**config.mk**
```make
export PLATFORM = sky130hd
export DESIGN_NAME = router_fsm_flat
export DESIGN_NICKNAME = d
export VERILOG_FILES = /design/src/rtl/router_pkg.sv /design/src/rtl/router_fsm_if.sv /design/src/rtl/router_fsm.sv /design/src/flat_wrapper.sv
export SDC_FILE = /design/constraint.sdc
export NUM_CORES = 1
export LEC_CHECK = 0
export BUFFER_PORTS_ARGS = -buffer_cell sky130_fd_sc_hd__clkbuf_2
export CAP_MARGIN = 10
export CORE_AREA = 2 2 39 41
export CTS_CLUSTER_DIAMETER = 150
export CTS_CLUSTER_SIZE = 8
export DETAILED_ROUTE_END_ITERATION = 12
export DIE_AREA = 0 0 41 43
export PLACE_DENSITY = 0.67
export SYNTH_ARGS = -nofsm -noshare
export SYNTH_HDL_FRONTEND = slang
export SYNTH_SLANG_ARGS = --single-unit
```
**constraint.sdc**
```tcl
create_clock -name clk -period 1.7 [get_ports clk]
set_clock_uncertainty 0.05 [all_clocks]
set_input_delay 0.34 -clock clk [delete_from_list [all_inputs] [get_ports clk]]
set_output_delay 0.34 -clock clk [all_outputs]
set_load 0.005 [all_outputs]
```
**src/rtl/router_pkg.sv**
```systemverilog
// router_pkg: shared state encodings and address constants for the 1x3 router
package router_pkg;

    localparam int ADDR_W = 2;
    localparam logic [ADDR_W-1:0] ADDR_INVALID = 2'b11;

    typedef enum logic [2:0] {
        DECODE_ADDRESS     = 3'd0,
        LOAD_FIRST_DATA    = 3'd1,
        LOAD_DATA          = 3'd2,
        LOAD_PARITY        = 3'd3,
        FIFO_FULL_STATE    = 3'd4,
        LOAD_AFTER_FULL    = 3'd5,
        WAIT_TILL_EMPTY    = 3'd6,
        CHECK_PARITY_ERROR = 3'd7
    } state_t;

    // Selects one of the three per-FIFO flags; the invalid address selects nothing.
    function automatic logic pick(input logic [2:0] v, input logic [ADDR_W-1:0] a);
        return (a == 2'd0) ? v[0] : (a == 2'd1) ? v[1] : (a == 2'd2) ? v[2] : 1'b0;
    endfunction

endpackage

```
**src/rtl/router_fsm_if.sv**
```systemverilog
// router_fsm_if: control signals between the router FSM and its neighbours
interface router_fsm_if;
    import router_pkg::*;

    logic              pkt_valid;
    logic [ADDR_W-1:0] din;
    logic              fifo_full;
    logic              fifo_empty_0;
    logic              fifo_empty_1;
    logic              fifo_empty_2;
    logic              soft_reset_0;
    logic              soft_reset_1;
    logic              soft_reset_2;
    logic              parity_done;
    logic              low_pkt_valid;
    logic              detect_addr;
    logic              lfd_state;
    logic              ld_state;
    logic              laf_state;
    logic              full_state;
    logic              write_enb_reg;
    logic              rst_int_reg;
    logic              busy;

    modport master (
        output pkt_valid, din, fifo_full, fifo_empty_0, fifo_empty_1, fifo_empty_2,
               soft_reset_0, soft_reset_1, soft_reset_2, parity_done, low_pkt_valid,
        input  detect_addr, lfd_state, ld_state, laf_state, full_state,
               write_enb_reg, rst_int_reg, busy
    );

    modport slave (
        input  pkt_valid, din, fifo_full, fifo_empty_0, fifo_empty_1, fifo_empty_2,
               soft_reset_0, soft_reset_1, soft_reset_2, parity_done, low_pkt_valid,
        output detect_addr, lfd_state, ld_state, laf_state, full_state,
               write_enb_reg, rst_int_reg, busy
    );

endinterface

```
**src/rtl/router_fsm.sv**
```systemverilog
// router_fsm: Moore packet-control FSM of the 1x3 router (decode, load, full handling, parity)
module router_fsm
    import router_pkg::*;
(
    input logic        clk,
    input logic        rst,
    router_fsm_if.slave bus
);

    state_t            state, next;
    logic [ADDR_W-1:0] addr_q;
    logic              hdr_ok, empty_sel, soft_sel;

    assign hdr_ok    = bus.pkt_valid && bus.din != ADDR_INVALID;
    assign empty_sel = pick({bus.fifo_empty_2, bus.fifo_empty_1, bus.fifo_empty_0},
                            state == DECODE_ADDRESS ? bus.din : addr_q);
    // A timeout only matters once a destination has been committed to.
    assign soft_sel  = state != DECODE_ADDRESS &&
                       pick({bus.soft_reset_2, bus.soft_reset_1, bus.soft_reset_0}, addr_q);

    always_ff @(posedge clk) begin
        if (!rst) begin
            state  <= DECODE_ADDRESS;
            addr_q <= '0;
        end else begin
            state <= next;
            if (state == DECODE_ADDRESS && hdr_ok)
                addr_q <= bus.din;
        end
    end

    always_comb begin
        next = state;
        case (state)
            DECODE_ADDRESS:     next = hdr_ok ? (empty_sel ? LOAD_FIRST_DATA : WAIT_TILL_EMPTY) : DECODE_ADDRESS;
            LOAD_FIRST_DATA:    next = LOAD_DATA;
            LOAD_DATA:          next = bus.fifo_full ? FIFO_FULL_STATE : !bus.pkt_valid ? LOAD_PARITY : LOAD_DATA;
            FIFO_FULL_STATE:    next = bus.fifo_full ? FIFO_FULL_STATE : LOAD_AFTER_FULL;
            LOAD_AFTER_FULL:    next = bus.parity_done ? DECODE_ADDRESS : bus.low_pkt_valid ? LOAD_PARITY : LOAD_DATA;
            LOAD_PARITY:        next = CHECK_PARITY_ERROR;
            CHECK_PARITY_ERROR: next = bus.fifo_full ? FIFO_FULL_STATE : DECODE_ADDRESS;
            WAIT_TILL_EMPTY:    next = empty_sel ? LOAD_FIRST_DATA : WAIT_TILL_EMPTY;
            default:            next = DECODE_ADDRESS;
        endcase
        if (soft_sel)
            next = DECODE_ADDRESS;
    end

    assign bus.detect_addr   = state == DECODE_ADDRESS;
    assign bus.lfd_state     = state == LOAD_FIRST_DATA;
    assign bus.ld_state      = state == LOAD_DATA;
    assign bus.laf_state     = state == LOAD_AFTER_FULL;
    assign bus.full_state    = state == FIFO_FULL_STATE;
    assign bus.write_enb_reg = state == LOAD_DATA || state == LOAD_PARITY || state == LOAD_AFTER_FULL;
    assign bus.rst_int_reg   = state == CHECK_PARITY_ERROR;
    assign bus.busy          = !(state == DECODE_ADDRESS || state == LOAD_DATA);

endmodule

```
**src/flat_wrapper.sv**
```systemverilog
// flat-port wrapper written by rule: the top's interface ports become plain ports
module router_fsm_flat import router_pkg::*;
  (clk, rst, bus_pkt_valid, bus_din, bus_fifo_full, bus_fifo_empty_0, bus_fifo_empty_1, bus_fifo_empty_2, bus_soft_reset_0, bus_soft_reset_1, bus_soft_reset_2, bus_parity_done, bus_low_pkt_valid, bus_detect_addr, bus_lfd_state, bus_ld_state, bus_laf_state, bus_full_state, bus_write_enb_reg, bus_rst_int_reg, bus_busy);
  router_fsm_if bus_i ();
  input logic clk;
  input logic rst;
  input wire logic [$bits(bus_i.pkt_valid)-1:0] bus_pkt_valid;
  input wire logic [$bits(bus_i.din)-1:0] bus_din;
  input wire logic [$bits(bus_i.fifo_full)-1:0] bus_fifo_full;
  input wire logic [$bits(bus_i.fifo_empty_0)-1:0] bus_fifo_empty_0;
  input wire logic [$bits(bus_i.fifo_empty_1)-1:0] bus_fifo_empty_1;
  input wire logic [$bits(bus_i.fifo_empty_2)-1:0] bus_fifo_empty_2;
  input wire logic [$bits(bus_i.soft_reset_0)-1:0] bus_soft_reset_0;
  input wire logic [$bits(bus_i.soft_reset_1)-1:0] bus_soft_reset_1;
  input wire logic [$bits(bus_i.soft_reset_2)-1:0] bus_soft_reset_2;
  input wire logic [$bits(bus_i.parity_done)-1:0] bus_parity_done;
  input wire logic [$bits(bus_i.low_pkt_valid)-1:0] bus_low_pkt_valid;
  output wire logic [$bits(bus_i.detect_addr)-1:0] bus_detect_addr;
  output wire logic [$bits(bus_i.lfd_state)-1:0] bus_lfd_state;
  output wire logic [$bits(bus_i.ld_state)-1:0] bus_ld_state;
  output wire logic [$bits(bus_i.laf_state)-1:0] bus_laf_state;
  output wire logic [$bits(bus_i.full_state)-1:0] bus_full_state;
  output wire logic [$bits(bus_i.write_enb_reg)-1:0] bus_write_enb_reg;
  output wire logic [$bits(bus_i.rst_int_reg)-1:0] bus_rst_int_reg;
  output wire logic [$bits(bus_i.busy)-1:0] bus_busy;
  assign bus_i.pkt_valid = bus_pkt_valid;
  assign bus_i.din = bus_din;
  assign bus_i.fifo_full = bus_fifo_full;
  assign bus_i.fifo_empty_0 = bus_fifo_empty_0;
  assign bus_i.fifo_empty_1 = bus_fifo_empty_1;
  assign bus_i.fifo_empty_2 = bus_fifo_empty_2;
  assign bus_i.soft_reset_0 = bus_soft_reset_0;
  assign bus_i.soft_reset_1 = bus_soft_reset_1;
  assign bus_i.soft_reset_2 = bus_soft_reset_2;
  assign bus_i.parity_done = bus_parity_done;
  assign bus_i.low_pkt_valid = bus_low_pkt_valid;
  assign bus_detect_addr = bus_i.detect_addr;
  assign bus_lfd_state = bus_i.lfd_state;
  assign bus_ld_state = bus_i.ld_state;
  assign bus_laf_state = bus_i.laf_state;
  assign bus_full_state = bus_i.full_state;
  assign bus_write_enb_reg = bus_i.write_enb_reg;
  assign bus_rst_int_reg = bus_i.rst_int_reg;
  assign bus_busy = bus_i.busy;
  router_fsm u_core (.clk(clk), .rst(rst), .bus(bus_i));
endmodule
```
==> summary.md <==
| Metric | Value |
|---|---|
| Status | `finished with violations` |
| Failing checks | `DRC` |
| RSZ-0062 raised after global routing | `no` |
| N_diodes | `0` |
| Worst R2R Path Depth | `5` |
| Reg2reg start | `u_core.state[1]$_SDFF_PP0_` |
| DP Wirelength | `995 um` |
| RR Endpoint | `u_core.state[0]$_SDFF_PP0_` |
| Hold worst-path end | `u_core.addr_q[0]$_SDFFE_PN0P_` |
| Via count | `557` |
| Setup TNS | `0 ns` |
| Fmax | `0.614 GHz` |
| Post-Synth Simple-Gate Area | `28.0%` |
| Mux contribution to synthesized area | `5.78%` |
| Max-cap violation count | `0` |
| CP max FO | `8` |
| Post-CTS Hold Buffers | `0` |
| Minimum clock period | `1.63 ns` |
| Rel. slew slack | `79.2%` |
| Share of layout cells above drive strength 1 | `41.9%` |
| Worst path required time | `1.31 ns` |
| Postcts setup bufs | `0` |
| Slew @ Worst Pin | `0.303 ns` |
| Htree depth | `1` |
| Initial Utilization | `37.5%` |
| Hold depth | `2` |
| Post-synthesis adder-cell area fraction | `0%` |
| GP Congestion | `0.860` |
| Rows | `14` |
| Peak VDD IR | `0.000465 V` |
| YS warnings | `0` |
| Setup ws final | `0.0717 ns` |
| Sink Count | `5` |
| Die area | `1760 sq um` |
| Flops & latches, synth | `5` |
| Xor/xnor share of the synthesized area | `0%` |
| CTS max path bufs | `2` |
| Top FF cell, synth | `dfxtp_1` |
| Die Wd | `41 um` |
| Post-DR vias/cell | `5.46` |
| Fin crit share | `95.8%` |
| Main combinational cell family by area after synthesis | `compound AO/OA/AOI/OAI gates` |
| 1st-iter DRT viols | `19` |
| Drt pass-1 iters | `8` |
| Distinct cells, synth | `33` |
| Worst path slowest cell | `dfxtp_1` |
| Post-Syn Instances | `64` |
| Register area share after synthesis | `19.3%` |
| Vias in the first global route | `544` |
| DP Area | `611 sq um` |
| CP peak stage delay | `0.36 ns` |
| Routed len/inst | `12.6 um` |
| Async SR Flop Fraction | `0%` |
| Layout area overhead | `24.1%` |
| Largest net degree at the start of global routing | `14` |
| TritonCTS Buffers | `3` |
| Synth Net Count | `78` |
| Number of flops mapped to enable cells by yosys | `0` |
| Core Box Area | `1380 sq um` |
| Avg Inst Size Synth | `8.11 sq um` |
| DP Worst Slack | `0.192 ns` |
| Resize count post-CTS | `2` |
| Core Util, Final | `46.6%` |
| Final setup violating endpoints | `0` |
| Power per cell area | `1460 nW/um^2` |
| Final Hold Fails | `0` |
| Worst Setup Start Kind | `flop` |
| Total GRT Usage | `19.2%` |
| Total power | `0.940 mW` |
| Crit path cell chain | `buf_4 -> nor3_2 -> nand2b_1 -> clkbuf_2` |
| Post-route cell area | `644 sq um` |
| Post-synthesis cell area | `519 sq um` |
| Nature of the critical path endpoint | `primary output` |
| Antenna violations before repair | `0` |
| Crit Path Class | `flop to primary output` |
| TritonCTS clock tree | `built` |
| Worst skew pair latency | `0.24 ns` |
| WHS | `0.311 ns` |
| Type of the most critical hold path | `primary input to flop` |
| Die extent in y | `43 um` |
| Non-filler cells, final | `102` |
| Overflow after GRT | `0` |
| Inst Count DP | `98` |
| First-pass GRT wire length | `2320 um` |
| Register-to-register setup slack | `0.25 ns` |
| Max Transition Viols Final | `0` |
| Final net count | `101` |
| DRC | `1` |
| Antenna Nets Post-Route | `0` |
| Post-synthesis compound-gate area fraction | `34.5%` |
| Leak Pwr | `0.280 nW` |
| PortBufs | `21` |
| IO Count | `22` |
| Worst-path clk slew | `0.05 ns` |
| Arr. time, crit path | `1.24 ns` |
| CTS root buf | `clkbuf_4` |
| WL final | `1280 um` |
| Hold Path Origin | `rst` |
## where the power goes
group | leakage (nW) | switching (mW) | internal, mW | total (mW)
Combinational | 0.223 | 0.289 | 0.267 | 0.556
Clock | 0.0150 | 0.0496 | 0.0888 | 0.138
Sequential | 0.0418 | 0.0846 | 0.161 | 0.245
## cell usage after synthesis (2+ instances only)
master     number  area (sq um)
inv_1           4          15.0
nor2_1          4          15.0
nand2b_1        3          18.8
o2111ai_1       2          17.5
dfxtp_1         5           100
nor3_1          3          15.0
a21oi_1         2          10.0
o221a_2         2          22.5
mux2i_1         3          30.0
o21ai_0         4          20.0
a211oi_1        2          15.0
nand3b_1        2          15.0
buf_6           3          33.8
nand2_1         6          22.5
## cells in the final DEF, fill, tap and decap left out, drive strengths merged
master and count:
nor2b 1, a22o 1, nand3b 2, mux2i 3, a21oi 2, a21boi 2
inv 4, and4 1, a211oi 2, a22oi 1, nor2 4, o211ai 2
buf 1, or3 1, dfxtp 5, o21a 1, clkbuf 25, o2111ai 2
clkinv 1, o21ai 4, nor3 3, nand4 1, o21bai 1, nand2 6
o221ai 1, nand2b 3, and3 1, nor3b 1, nand4bb 1, o221a 2
o22ai 1
## logic make-up (layout without fill, tap and decap cells)
kind of cell,after synthesis,after routing
DFF,5,5
AOI/OAI and AO/OA,22,22
and+or+nand+nor,25,25
buffers and inverters,9,31
muxes,3,3
## worst max-delay path, delay by kind of cell, from the launching register on
kind          cells  cell delay [ns]
flops             1             0.36
simple gates      2             0.33
buf+inv           2             0.30
## sequential cells by signal (all words and copies together), names as in the netlist
register       count
u_core.addr_q      2
u_core.state       3
## per-layer routing
layer	routed length, um	vias to the layer above	global-route usage, %
met3	15	2	3.14
met5	0	-	0
met1	571	263	26.0
li1	-	284	-
met2	672	8	27.5
met4	23	0	10.7
## cell type report
type | instances | area [sq um]
well taps | 16 | 20.0
multi-input cells | 50 | 359
flip-flops and latches | 5 | 103
inverters | 5 | 23.8
fillers | 135 | 739
repair buffers | 22 | 113
clock buffers | 4 | 26.3
## how the worst max path moves through the flow
stage | start | end | slack [ns] | cells after the start
after CTS | u_core.state[1]$_SDFF_PP0_ | bus_write_enb_reg | 0.06 | 4
after global placement | u_core.state[0]$_SDFF_PP0_ | bus_write_enb_reg | 0.23 | 4
after floorplan | u_core.state[0]$_SDFF_PP0_ | u_core.addr_q[0]$_SDFFE_PN0P_ | 0.37 | 4
final | u_core.state[1]$_SDFF_PP0_ | bus_write_enb_reg | 0.07 | 4
after detailed placement | u_core.state[2]$_SDFF_PP0_ | bus_write_enb_reg | 0.19 | 4
after global routing | u_core.state[1]$_SDFF_PP0_ | bus_write_enb_reg | 0.02 | 4
No activity file was read; power rests on OpenSTA's default activity.
